[src/rtl/mul_booth_slave.sv]
// mul_booth_slave: bus-slave Booth multiplier (radix-2 or radix-4) with
// operand/result registers, start/clear/status/mode control and a level IRQ.
module mul_booth_slave #(
  parameter int N_WORDS = 2,
  parameter int RADIX4  = 1,
  parameter int ADDR_W  = 4
) (
  input  logic              clk,
  input  logic              reset_n,
  input  logic              s_sel,
  input  logic              s_wr,
  input  logic [ADDR_W-1:0] s_addr,
  input  logic [31:0]       s_din,
  output logic [31:0]       s_dout,
  output logic              m_interrupt
);

  localparam int W     = 32 * N_WORDS;
  localparam int SH    = (RADIX4 != 0) ? 2 : 1;          // multiplier bits per cycle
  localparam int CYC   = (RADIX4 != 0) ? W / 2 + 1 : W + 1;
  localparam int LB    = SH * CYC;                        // multiplier shift register width
  localparam int HW    = W + 4;                           // accumulator holds +-2A of W+2-bit A
  localparam int PW    = HW + LB;
  localparam int CNT_W = $clog2(CYC + 1);

  localparam int OFS_B      = N_WORDS;
  localparam int OFS_RES    = 2 * N_WORDS;
  localparam int OFS_START  = 4 * N_WORDS;
  localparam int OFS_CLEAR  = 4 * N_WORDS + 1;
  localparam int OFS_INTR   = 4 * N_WORDS + 2;
  localparam int OFS_STATUS = 4 * N_WORDS + 3;
  localparam int OFS_MODE   = 4 * N_WORDS + 4;

  typedef enum logic [1:0] {S_IDLE, S_EXEC, S_DONE} state_e;

  state_e             state_q, state_d;
  logic [W-1:0]       op_a_q, op_a_d, op_b_q, op_b_d;
  logic [2*W-1:0]     result_q, result_d;
  logic [HW-1:0]      acc_q, acc_d;
  logic [LB-1:0]      mplr_q, mplr_d;
  logic               prev_q, prev_d;
  logic [CNT_W-1:0]   cnt_q, cnt_d;
  logic               intr_en_q, intr_en_d;
  logic               mode_q, mode_d;

  logic               wr_en, busy, done;
  logic               start_req, clear_req, stat_clr;
  logic [HW-1:0]      a_sx, pp, sum;
  logic [W+1:0]       b_ext;
  logic [PW-1:0]      prod_next;

  assign wr_en     = s_sel & s_wr;
  assign busy      = (state_q == S_EXEC);
  assign done      = (state_q == S_DONE);
  assign start_req = wr_en && (s_addr == ADDR_W'(OFS_START)) && s_din[0] && !busy;
  assign clear_req = wr_en && (s_addr == ADDR_W'(OFS_CLEAR)) && s_din[0];
  assign stat_clr  = wr_en && (s_addr == ADDR_W'(OFS_STATUS)) && s_din[0];

  assign m_interrupt = done & intr_en_q;

  // Booth step: recode low multiplier bits, add the scaled A, arithmetic shift right.
  always_comb begin
    a_sx  = {{4{mode_q & op_a_q[W-1]}}, op_a_q};
    b_ext = {{2{mode_q & op_b_q[W-1]}}, op_b_q};
    pp    = '0;
    if (RADIX4 != 0) begin
      case ({mplr_q[1:0], prev_q})
        3'b001, 3'b010: pp = a_sx;
        3'b011:         pp = a_sx << 1;
        3'b100:         pp = -(a_sx << 1);
        3'b101, 3'b110: pp = -a_sx;
        default:        pp = '0;
      endcase
    end else begin
      case ({mplr_q[0], prev_q})
        2'b01:   pp = a_sx;
        2'b10:   pp = -a_sx;
        default: pp = '0;
      endcase
    end
    sum       = acc_q + pp;
    prod_next = $signed({sum, mplr_q}) >>> SH;
  end

  // Bus-visible configuration registers; operands and mode are frozen while busy.
  always_comb begin
    // NOTE: every output gets a default first so no path leaves a latch behind.
    op_a_d    = op_a_q;
    op_b_d    = op_b_q;
    intr_en_d = intr_en_q;
    mode_d    = mode_q;
    for (int i = 0; i < N_WORDS; i++) begin
      if (wr_en && !busy && (s_addr == ADDR_W'(i)))         op_a_d[i*32 +: 32] = s_din;
      if (wr_en && !busy && (s_addr == ADDR_W'(OFS_B + i))) op_b_d[i*32 +: 32] = s_din;
    end
    if (wr_en && (s_addr == ADDR_W'(OFS_INTR)))          intr_en_d = s_din[0];
    if (wr_en && !busy && (s_addr == ADDR_W'(OFS_MODE))) mode_d    = s_din[0];
  end

  // Control FSM and multiplier datapath next state; OPCLEAR overrides everything.
  always_comb begin
    state_d  = state_q;
    acc_d    = acc_q;
    mplr_d   = mplr_q;
    prev_d   = prev_q;
    cnt_d    = cnt_q;
    result_d = result_q;
    if (clear_req) begin
      state_d  = S_IDLE;
      result_d = '0;
      cnt_d    = '0;
    end else begin
      case (state_q)
        S_IDLE, S_DONE: begin
          if (start_req) begin
            state_d = S_EXEC;
            acc_d   = '0;
            mplr_d  = b_ext[LB-1:0];
            prev_d  = 1'b0;
            cnt_d   = '0;
          end else if (done && stat_clr) begin
            state_d = S_IDLE;
          end
        end
        S_EXEC: begin
          {acc_d, mplr_d} = prod_next;
          prev_d = (RADIX4 != 0) ? mplr_q[1] : mplr_q[0];
          cnt_d  = cnt_q + 1'b1;
          if (cnt_q == CNT_W'(CYC - 1)) begin
            state_d  = S_DONE;
            result_d = prod_next[2*W-1:0];
          end
        end
        default: state_d = S_IDLE;
      endcase
    end
  end

  // Combinational register read-back; zero unless a read is selected.
  always_comb begin
    s_dout = '0;
    if (s_sel && !s_wr) begin
      for (int i = 0; i < N_WORDS; i++) begin
        if (s_addr == ADDR_W'(i))         s_dout = op_a_q[i*32 +: 32];
        if (s_addr == ADDR_W'(OFS_B + i)) s_dout = op_b_q[i*32 +: 32];
      end
      for (int i = 0; i < 2 * N_WORDS; i++) begin
        if (s_addr == ADDR_W'(OFS_RES + i)) s_dout = result_q[i*32 +: 32];
      end
      if (s_addr == ADDR_W'(OFS_INTR))   s_dout = {31'b0, intr_en_q};
      if (s_addr == ADDR_W'(OFS_STATUS)) s_dout = {30'b0, busy, done};
      if (s_addr == ADDR_W'(OFS_MODE))   s_dout = {31'b0, mode_q};
    end
  end

  // FSM state register.
  always_ff @(posedge clk or negedge reset_n) begin
    // NOTE: sequential state uses non-blocking assignments so all flops update together.
    if (!reset_n) state_q <= S_IDLE;
    else          state_q <= state_d;
  end

  // Operand, result and datapath registers.
  always_ff @(posedge clk or negedge reset_n) begin
    // NOTE: RESULT is a flop vector, not a RAM, so it is cleared by reset like the rest.
    if (!reset_n) begin
      op_a_q    <= '0;
      op_b_q    <= '0;
      result_q  <= '0;
      acc_q     <= '0;
      mplr_q    <= '0;
      prev_q    <= 1'b0;
      cnt_q     <= '0;
      intr_en_q <= 1'b0;
      mode_q    <= 1'b0;
    end else begin
      op_a_q    <= op_a_d;
      op_b_q    <= op_b_d;
      result_q  <= result_d;
      acc_q     <= acc_d;
      mplr_q    <= mplr_d;
      prev_q    <= prev_d;
      cnt_q     <= cnt_d;
      intr_en_q <= intr_en_d;
      mode_q    <= mode_d;
    end
  end

endmodule

[config.mk]
export PLATFORM = sky130hd
export DESIGN_NAME = mul_booth_slave
export DESIGN_NICKNAME = d
export VERILOG_FILES = /design/src/rtl/mul_booth_slave.sv
export SDC_FILE = /design/constraint.sdc
export NUM_CORES = 1
export LEC_CHECK = 0
export ABC_AREA = 0
export ABC_CLOCK_PERIOD_IN_PS = 5900
export CORE_ASPECT_RATIO = 1.1
export CORE_UTILIZATION = 57
export DETAILED_ROUTE_END_ITERATION = 8
export HOLD_SLACK_MARGIN = 0.12
export PLACE_DENSITY = 0.78
export SYNTH_ARGS = -nofsm -noshare
export SYNTH_HDL_FRONTEND = slang
export SYNTH_SLANG_ARGS = --single-unit
[constraint.sdc]
create_clock -name clk -period 5.9 [get_ports clk]
set_input_delay 1.475 -clock clk [delete_from_list [all_inputs] [get_ports clk]]
set_output_delay 1.475 -clock clk [all_outputs]
set_load 0.01 [all_outputs]
==> results.cfg <==
[run_status]
status = complete, no violations

[sta]
slew_violations = 0
relSlewSlack_pct = 19.5
hold_ws_ns = 0.483
fmax_mhz = 171
min_period_ns = 5.84
finalClockSkew_ns = 0.0422
worstMarginPinSlew_ns = 1.20
setup_ws_ns = 0.0553
post-route-period-util_pct = 99.1
setup_viol = 0
hold_viol = 0
rsz0062_at_grt = true

[critical_path]
cp-start-kind = input pin
reg2reg_to = result_q[115]
crit_type = in2out
worstPathRequired_ns = 4.43
ff2ff_setup_slack_ns = 0.13
reg2reg_depth = 23
endpoint_kind = primary output
reg2reg_from = op_a_q[18]
cp_max_fo = 12
arrival_ns = 4.37

[finish]
fin_nets = 2968
finish.utilization_pct = 70.8
postLayoutCellArea_um2 = 29400
syn_to_final_growth_pct = 21.7
drive_gt1_share_pct = 21.6
diodes = 0

[synth]
synthFlopType = dfrtp_1
ys_async_sr_fraction_pct = 100
synth_commonest_cells = dfrtp_1 (399), nand2_1 (389), clkbuf_1 (201), nor2_1 (182), a22oi_1 (156)
ys_warn_count = 0
synth_cell_types = 73
synth_area_um2 = 24200
yosys.area.top_type = dfrtp_1
syn_area_per_cell_um2 = 9.06
seq_area_frac_synth_pct = 41.3
synth_top_area_share_pct = 41.3
synth_fp_nets = 2776
synth_most_common_cell = dfrtp_1
synth-seq-cells = 399
synthTopCellsByArea = dfrtp_1 (41%), nand2_1 (6.0%), mux2_2 (5.9%)
synth_edf_count = 0
syn_inst = 2665

[pwr]
p_clk_share_pct = 16.2
pwr-share-comb_pct = 62.8
internal_power_mw = 10.4
power_switching_mw = 9.09
swShare_pct = 46.5
power.total_mw = 19.5
vdd_drop_max_mv = 0.352
power.leakage_nw = 12.9
pwr-share-seq_pct = 21.0
power_density_nw_per_um2 = 665

[job]
cap_violations = 0

[placement]
hpwlAfterDp_mm = 67.1
post-place-ws_ns = -0.528
io_buffers = 72
place_area_um2 = 27200
gp_congestion = 1.02

[detailed_routing]
ant_nets = 0
drtIter0Drc = 2673
drt-vias-per-instance = 6.81
drt-total-wl_mm = 92.6
vias = 23500
route.detailed.drc = 0
post_drt_wl_per_cell_um = 26.8
dr.pass1.iters = 7

[grt]
grtUsageMet2_pct = 65.8
grt_pass1_vias = 22600
use_met1_pct = 57.0
track_usage_pct = 43.2
grt_max_degree = 128
grt_overflow_total = 0
antenna_found_initial = 2
top_usage_layer = met2
grt_use_met3_pct = 10.9
grt_pass1_wl_mm = 139

[floorplanning]
die_area_um2 = 43200
die_w_um = 198
coreArea_um2 = 41500
io_pins = 73
dieHeight_um = 218
start_util_pct = 58.2
num_rows = 78

[min_path]
min_from = acc_q[10]
min_path_cells = 2
whs_endpoint = acc_q[10]
hold_path_class = reg2reg

[clocking]
cts_tree = done
path_clk_slew_ns = 0.06
root_buffer = clkbuf_16
ctsHoldBuffers = 0
htree_levels = 2
worstSkewPairLatency_ns = 0.61
clock_sinks = 399
numCtsBuffers = 43
cts.path.max_buffers = 3
-- kinds of logic after synthesis --
kind of cell | Yosys count | synth area share, %
XOR/XNOR | 131 | 4.75
multiplexers | 128 | 5.96
AND/OR/NAND/NOR | 825 | 15.7
adder cells (fa/ha/maj) | 72 | 3.75
buffers and inverters | 259 | 4.11
flip-flops | 399 | 41.3
AO/OA/AOI/OAI | 851 | 24.4
-- through the flow --
| step | cells | setup TNS [ns] |
|---|---|---|
| after floorplan | 2665 | 0 |
| after global placement | 3359 | -3.94 |
| after detailed placement | 3359 | -6.12 |
| after CTS | 3440 | 0 |
| after global routing | 3452 | -0.430 |
| final | 3452 | 0 |
-- power by group through the flow --
| stage | Combinational [mW] | Clock [mW] | Sequential (mW) |
|---|---|---|---|
| detailed placement | 11.4 | 0 | 4.11 |
| global route | 13.0 | 3.29 | 4.16 |
| global placement | 11.2 | 0 | 4.08 |
| finish | 12.3 | 3.17 | 4.11 |
| floorplan | 6.60 | 0 | 3.76 |
| CTS | 11.6 | 3.17 | 4.07 |
-- final cells by class --
class	instances	area (um^2)
tap	560	701
clock inverter	24	463
clock buffer	56	1210
sequential	399	9990
timing repair buffer	381	3230
inverter	25	93.8
fill	3152	12100
multi-input combinational	2007	13700
-- critical path, cell delays in order --
cell             delay [ns]
clkdlybuf4s50_1        0.69
nor3_2                 0.70
buf_4                  0.33
a22oi_1                0.11
nand4_1                0.15
o21ai_0                0.10
a21oi_1                0.23
clkdlybuf4s50_1        0.58
-- worst max path at each step --
stage	from	endpoint	slack, ns	cells after the start
2_1_floorplan	op_a_q[16]	acc_q[62]	0.22	23
3_3_place_gp	op_a_q[10]	result_q[125]	-0.51	25
3_5_place_dp	op_a_q[10]	result_q[125]	-0.53	25
4_1_cts	op_a_q[10]	result_q[125]	0.01	27
5_1_grt	op_a_q[18]	result_q[122]	-0.07	25
6_report	s_addr[1]	s_dout[0]	0.06	8
-- per-layer routing --
layer  vias up  routed length (um)  share of wire (%)
met5         -                   0                  0
met4         0                5020                5.4
met1     11600               35400                 38
li1      10200                   -                  -
met2      1496               41300                 45
met3       272               10800                 12
-- state kept, by name, indices dropped and copies added, names as in the netlist --
| signal | count |
|---|---|
| op_a_q | 64 |
| op_b_q | 64 |
| state_q | 2 |
| intr_en_q | 1 |
| prev_q | 1 |
| mplr_q | 66 |
| result_q | 128 |
| mode_q | 1 |
| cnt_q | 6 |
| acc_q | 66 |
-- what timing repair did --
item / in CTS / in global routing
buffers inserted: 1 / 12
resized for setup: 15 / 78
gates cloned: 0 / 0
pin swaps: 3 / 37
setup endpoints to repair: 41 / 50
-- placed cells by master, fill, tap and decap left out, types with 13 or more instances in the layout --
cell             instances
dfrtp_1                398
nand2_1                386
buf_4                  292
nor2_1                 168
a22oi_1                156
a22o_1                 145
o21ai_0                139
mux2_2                 126
a21oi_1                117
a31oi_1                 79
xnor2_1                 71
clkdlybuf4s50_1         71
ha_1                    66
xor2_1                  54
clkbuf_16               43
a21o_1                  40
a41oi_1                 33
nand4_1                 30
nor3_1                  29
inv_1                   25
nand3_1                 25
nand2b_1                23
or3_1                   21
o21bai_1                19
buf_12                  14
nor2b_1                 13
o21ai_1                 13
(Power assumes the default switching activity.)
